===== src/rtl/univ_shift_reg.sv =====
// rtl/univ_shift_reg.sv - universal shift register with shift counter and done pulse
//
// Purpose:
//   WIDTH-bit register supporting hold, shift right, shift left and parallel load.
//   It counts the shifts performed since the last load or reset. The count saturates
//   at WIDTH. done pulses for one cycle when the count first reaches WIDTH.
//
// Optional feature (macro UNIV_SHIFT_REG_ROTATE_EN):
//   This macro adds input rot. When rot=1, shifts become rotates and ignore sr_in/sl_in.
//
// Ports:
//   Clock   in   rising-edge clock
//   Resetn  in   asynchronous active-low reset
//   en      in   clock enable; 0 freezes q/cnt and clears done
//   mode    in   00 hold, 01 shift right, 10 shift left, 11 parallel load
//   sr_in   in   serial bit entering at the MSB on shift right
//   sl_in   in   serial bit entering at the LSB on shift left
//   d       in   parallel load data
//   rot     in   rotate select (only with UNIV_SHIFT_REG_ROTATE_EN)
//   q       out  register contents
//   cnt     out  shifts since last load/reset, saturating at WIDTH
//   done    out  one-cycle pulse after cnt reaches WIDTH
module univ_shift_reg #(
  parameter int               WIDTH     = 8,
  parameter logic [WIDTH-1:0] RESET_VAL = '0,
  localparam int              CW        = $clog2(WIDTH + 1)
) (
  input  logic             Clock,
  input  logic             Resetn,
  input  logic             en,
  input  logic [1:0]       mode,
  input  logic             sr_in,
  input  logic             sl_in,
  input  logic [WIDTH-1:0] d,
`ifdef UNIV_SHIFT_REG_ROTATE_EN
  input  logic             rot,
`endif
  output logic [WIDTH-1:0] q,
  output logic [CW-1:0]    cnt,
  output logic             done
);

  localparam logic [1:0]    MODE_HOLD  = 2'b00;
  localparam logic [1:0]    MODE_SHR   = 2'b01;
  localparam logic [1:0]    MODE_SHL   = 2'b10;
  localparam logic [1:0]    MODE_LOAD  = 2'b11;
  localparam logic [CW-1:0] CNT_MAX    = CW'(WIDTH);
  localparam logic [CW-1:0] CNT_PRELAST = CW'(WIDTH - 1);

  logic [WIDTH-1:0] r_q;
  logic [CW-1:0]    r_cnt;
  logic             r_done;

  logic             w_shift;
  logic             w_msb_in;
  logic             w_lsb_in;
  logic [WIDTH-1:0] w_q_next;
  logic [CW-1:0]    w_cnt_next;
  logic             w_done_next;

  assign w_shift = en && ((mode == MODE_SHR) || (mode == MODE_SHL));

  // The bits entering on a shift are either the serial inputs or, when rotating,
  // the bit leaving at the opposite end.
`ifdef UNIV_SHIFT_REG_ROTATE_EN
  assign w_msb_in = rot ? r_q[0]       : sr_in;
  assign w_lsb_in = rot ? r_q[WIDTH-1] : sl_in;
`else
  assign w_msb_in = sr_in;
  assign w_lsb_in = sl_in;
`endif

  always_comb begin
    w_q_next    = r_q;
    w_cnt_next  = r_cnt;
    w_done_next = 1'b0;
    if (en) begin
      case (mode)
        MODE_HOLD: begin
          w_q_next = r_q;
        end
        MODE_SHR: begin
          w_q_next = {w_msb_in, r_q[WIDTH-1:1]};
        end
        MODE_SHL: begin
          w_q_next = {r_q[WIDTH-2:0], w_lsb_in};
        end
        MODE_LOAD: begin
          w_q_next   = d;
          w_cnt_next = '0;
        end
        default: begin
          w_q_next = r_q;
        end
      endcase
      if (w_shift) begin
        // The count saturates instead of wrapping. done fires only on the
        // WIDTH-1 -> WIDTH step, so shifts at saturation never re-pulse it.
        if (r_cnt != CNT_MAX) begin
          w_cnt_next = r_cnt + 1'b1;
        end
        w_done_next = (r_cnt == CNT_PRELAST);
      end
    end
  end

  always_ff @(posedge Clock or negedge Resetn) begin
    if (!Resetn) begin
      r_q    <= RESET_VAL;
      r_cnt  <= '0;
      r_done <= 1'b0;
    end else begin
      r_q    <= w_q_next;
      r_cnt  <= w_cnt_next;
      r_done <= w_done_next;
    end
  end

  assign q    = r_q;
  assign cnt  = r_cnt;
  assign done = r_done;

endmodule


===== config.mk =====
export PLATFORM = sky130hd
export DESIGN_NAME = univ_shift_reg
export DESIGN_NICKNAME = d
export VERILOG_FILES = /design/src/rtl/univ_shift_reg.sv
export SDC_FILE = /design/constraint.sdc
export NUM_CORES = 1
export LEC_CHECK = 0
export ABC_AREA = 1
export CAP_MARGIN = 25
export CORE_UTILIZATION = 40
export DETAILED_ROUTE_END_ITERATION = 8
export GPL_TIMING_DRIVEN = 1
export PLACE_DENSITY = 0.81
export SLEW_MARGIN = 20
export SYNTH_ARGS = -nofsm -noshare
export SYNTH_HDL_FRONTEND = slang
export SYNTH_SLANG_ARGS = --single-unit

===== constraint.sdc =====
create_clock -name Clock -period 1.05 [get_ports Clock]
set_clock_uncertainty 0.15 [all_clocks]
set_input_delay 0.2625 -clock Clock [delete_from_list [all_inputs] [get_ports Clock]]
set_output_delay 0.2625 -clock Clock [all_outputs]
set_load 0.01 [all_outputs]

==> impl_metrics.toml, run 1 <==
[run_status]
run_status = "complete, but fails checks"
violations = "negative setup slack"

[synthesis]
ys_types = 17
synth_area_um2 = 861
ys_ff_latch = 13
synth_area_per_cell_um2 = 7.00
syn-num-nets = 144
synth_seq_area_share_pct = 37.8
synthCells = 123
ys_warn_count = 0

[routing]
firstDrtPassIters = 4
wl_per_cell_um = 16.1
vias_per_cell = 5.28
via_count = 1092
drc = 0
drt_iter0_drc = 21
ant_nets = 0
routed_wl_um = 3320

[timing]
setup_tns_ps = -3740
worst_slew_pin_slew_ps = 340
hold_slack_ps = 154
fin_ws_ps = -286
setup_viol = 25
hold_viol_final = 0
period_needed_ps = 1340
maxSlewHeadroom_pct = 77.3
fin_crit_sh_pct = 127
rsz0062_at_grt = "yes"
fmax_mhz = 748
report.final.slew_viol_count = 0

[clock_network]
cts_max_level = 1
cts_buffers = 3
clockBufferDepth = 2
clock_sinks = 13
clk-insertion-delay-late_ps = 290
cts_hold_buffers = 0
tritoncts = "done"
cts_root_buf = "clkbuf_4"
cts.clk_slew.worst_paths_ps = 90

[floorplan]
die_h_um = 48.4
dieArea_um2 = 2340
die_w_um = 48.4
core.rowCount = 16
start_util_pct = 43.0
boundaryPins = 28
fp.coreArea_um2 = 2000

[power]
ir_worst_vdd_uv = 1210
power_density_nw_per_um2 = 1470
p_leak_nw = 0.800
total_power_mw = 2.34

[global_routing]
grt_antenna_before_repair = 0
grt_max_degree = 14
grt_first_pass_wirelength_um = 4670
grt.total_usage_pct = 26.2
overflow = 0
grt_pass1_vias = 1041

[finish]
nFillCells = 129
final_layout_size_suffix_gt1_share_pct = 55.0
area_growth_pct = 85.0
multi_input_area_um2 = 649
fin_nets = 202
final_cell_mix = "37 x nand2_1, 16 x buf_4, 15 x nand2_2"
diodes = 0
post-route-util_pct = 79.6
seqCellArea_um2 = 325
final_common_cell = "nand2_1"

[worst_setup_path]
cp_slowest_stage_delay_ps = 360
critPathKind = "flop to flop"
cp.required_ps = 1110
path_cells = "buf_4 > clkinv_1 > nand3_4 > nand2_4 > inv_2 > nand2_1 > o21ai_1"
worstPathArrival_ps = 1390
r2r_cells = 7
crit_family = "buffers and inverters"
crit_path_end_kind = "flop"
worst-path-max-fanout = 4
cp.depth = 7
critical_path_buf_inv_count = 3
startpoint_type = "flop"
cp_slowest_cell = "dfrtp_1"

[place]
io_buffers = 27
gp_congestion = 0.945
dp_hpwl_um = 1670

[flow_run]
max-cap-violations = 0

[min_path]
hp-class = "primary input to async pin"
[flip-flops by register name, summed over array words and instances (netlist names)]
signal and flops:
cnt 4, done 1, q 8
[path summary, 6_finish.rpt]
| check | start | endpoint | slack, ps |
|---|---|---|---|
| hold / removal | Resetn | q[2] | 150 |
| setup / recovery | cnt[2] | cnt[2] | -290 |
| min in group Clock | q[7] | q[7] | 450 |
| setup reg to reg | cnt[2] | cnt[2] | -290 |
| hold reg to reg | q[7] | q[7] | 450 |
| max in group asynchronous | Resetn | q[5] | 470 |
[per-layer routing]
metal  GRT usage, %  part of all wire [%]
met1           25.5                    36
met2           51.4                    55
met3           5.66                   5.5
met4           12.7                   3.2
met5              0                     0
[logic make-up after synthesis]
kind of cell | after synthesis | share of synthesized area (%)
fa+ha+maj | 6 | 8.72
simple gates | 68 | 33.7
buf+inv | 20 | 10.0
compound gates | 16 | 9.74
flops | 13 | 37.8
[synth_stat cells]
library cell	number	area share, %
nand3_1	9	5.2
nor2_8	1	2.3
nand2_2	3	2.2
o21ai_1	6	3.5
inv_1	13	5.7
dfrtp_1	13	38
ha_1	6	8.7
inv_2	3	1.3
o21ai_2	1	1.0
nor2_1	2	0.87
nand2_1	53	23
buf_6	1	1.3
o21ai_0	2	1.2
inv_4	1	0.73
clkinv_1	1	0.44
buf_2	1	0.58
a21oi_1	7	4.1
[metrics by stage]
| step | area [um2] | setup WS [ps] | instances |
|---|---|---|---|
| CTS | 1450 | -233 | 203 |
| global route | 1590 | -336 | 207 |
| finish | 1590 | -286 | 207 |
| global placement | 1330 | -822 | 193 |
| detailed placement | 1330 | -845 | 193 |
| floorplan | 891 | -166 | 123 |
[report_power, final]
group	total (mW)	switching [mW]	internal, mW
Clock	0.339	0.191	0.148
Combinational	1.33	0.692	0.641
Sequential	0.665	0.0613	0.604
Total	2.34	0.945	1.39
[repair_timing]
action | in CTS | in global routing
setup buffers | 10 | 6
gates resized for setup | 96 | 32
setup endpoints to repair | 26 | 26
cloned | 1 | 0
pin swaps | 19 | 13
[cell type report]
type	instances	area share [%]
Multi-Input combinational cell	91	40.8
Inverter	18	5.81
Clock buffer	4	1.65
Tap cell	27	2.12
Timing Repair Buffer	54	29.2
Sequential cell	13	20.4
(Power assumes the default switching activity.)
==> run 2: changes to the inputs <==
- CORE_UTILIZATION: 40 -> 45
- PLACE_DENSITY: 0.81 -> 0.85
- clock period: 1.05 -> 1.6 ns (I/O delays scaled with it)
==> run 2 against run 1 <==
Net effect: the flow now finishes without violations; sequential power decreased by 32%; worst setup slack better by 320 ps; combinational power decreased by 63%; largest cell class unchanged; highest routed layer unchanged.
==> impl_metrics.toml, run 2 (synthesized netlist as in run 1, its figures left out) <==
[run_status]
run_status = "finished clean"

[timing]
rsz0062_at_grt = "no"
maxSlewHeadroom_pct = 74.8
worst_slew_pin_slew_ps = 378
setup_viol = 0
report.final.slew_viol_count = 0
period_needed_ps = 1570
fmax_mhz = 638
hold_viol_final = 0
fin_crit_sh_pct = 98.0
fin_ws_ps = 31.4

[floorplan]
fp.coreArea_um2 = 1760
start_util_pct = 48.8
core.rowCount = 15
die_h_um = 45.7
dieArea_um2 = 2090
boundaryPins = 28
die_w_um = 45.7

[worst_setup_path]
worst-path-max-fanout = 4
cp_slowest_stage_delay_ps = 440
r2r-start = "cnt[1]"
critPathKind = "flop to output port"
r2r_slack_ps = 230
path_cells = "dlygate4sd2_1"
crit_path_end_kind = "output port"
cp.required_ps = 1050
startpoint_type = "flop"
worstPathArrival_ps = 1020
crit_family = "flip-flops"
crit_start = "q[1]"
cp_slowest_cell = "dfrtp_1"
critical_path_buf_inv_count = 1

[global_routing]
grt_first_pass_wirelength_um = 3720
grt.total_usage_pct = 24.3
grt_antenna_before_repair = 0
grt_max_degree = 14
grt_pass1_vias = 888
overflow = 0

[place]
placedCellCount = 183
gp_congestion = 0.862
pre_cts_ws_ps = -436
placed_area_um2 = 1220
io_buffers = 27
dp_hpwl_um = 1640

[finish]
final_cell_mix = "53 x nand2_1, 14 x dlygate4sd2_1, 13 x dfrtp_1"
fin_nets = 186
final_layout_size_suffix_gt1_share_pct = 18.3
final_common_cell = "nand2_1"
post-route-util_pct = 73.0
design_area_um2 = 1290
diodes = 0
largest_register_ffs = 8
finalNonFillerCells = 189
area_growth_pct = 49.6

[flow_run]
max-cap-violations = 0

[clock_network]
cts_buffers = 3
cts.clk_slew.worst_paths_ps = 90
clk-insertion-delay-late_ps = 270
clockBufferDepth = 2
tritoncts = "done"
clock_sinks = 13
cts_setup_buffers = 0
cts_root_buf = "clkbuf_4"
cts_max_level = 1

[power]
total_power_mw = 1.15
p_leak_nw = 0.696
ir_worst_vdd_uv = 662
power_density_nw_per_um2 = 890

[routing]
firstDrtPassIters = 4
vias_per_cell = 4.96
ant_nets = 0
wl_per_cell_um = 12.1
drc = 0
drt_iter0_drc = 24
via_count = 938
routed_wl_um = 2290

[min_path]
hp-class = "primary input to async pin"
-- run 2: cell types whose count changed in the layout (fill, tap and decap cells not counted), moves of 9 or more --
cell	delta
nand2_1	+16
buf_2	-14
dlygate4sd2_1	+13
nand2_2	-13
buf_6	-9
-- run 2: what timing repair did --
item | CTS | global route
endpoints found under the setup margin | 25 | 3
hold buffers | 0 | 0
gates cloned | 2 | 0
pin swaps | 1 | 0
gates resized for setup | 26 | 3
-- run 2: per-stage QoR --
step,hold slack (ps),TNS [ps]
2_1_floorplan,-45.6,0
3_3_place_gp,340,-4490
3_5_place_dp,345,-4980
4_1_cts,277,0
5_1_grt,285,0
6_report,273,0
-- run 2: layout make-up --
class / count / area, um2
fill: 153 / 477
sequential: 13 / 325
timing repair buffer: 37 / 325
multi-input combinational: 92 / 504
inverter: 18 / 75.1
clock buffer: 4 / 26.3
tap: 25 / 31.3
-- run 2: per-layer routing --
metal / part of all wire (%) / wire length (um) / track usage [%]
met5: 0 / 0 / 0
met4: 2.0 / 46 / 10.0
met2: 50 / 1140 / 43.4
met3: 7.8 / 179 / 3.17
met1: 40 / 918 / 29.0
-- run 2: power by group --
group / internal (mW) / switching [mW]
clock: 0.0962 / 0.105
combinational: 0.231 / 0.265
sequential: 0.396 / 0.0525
total: 0.723 / 0.422
-- run 2: path summary, 6_finish.rpt --
check	to	cells after the start
max	q[1]	1
min	q[1]	2
max reg2reg	cnt[3]	8
min reg2reg	q[7]	2
max in group asynchronous	q[5]	2
min in group Clock	q[7]	2
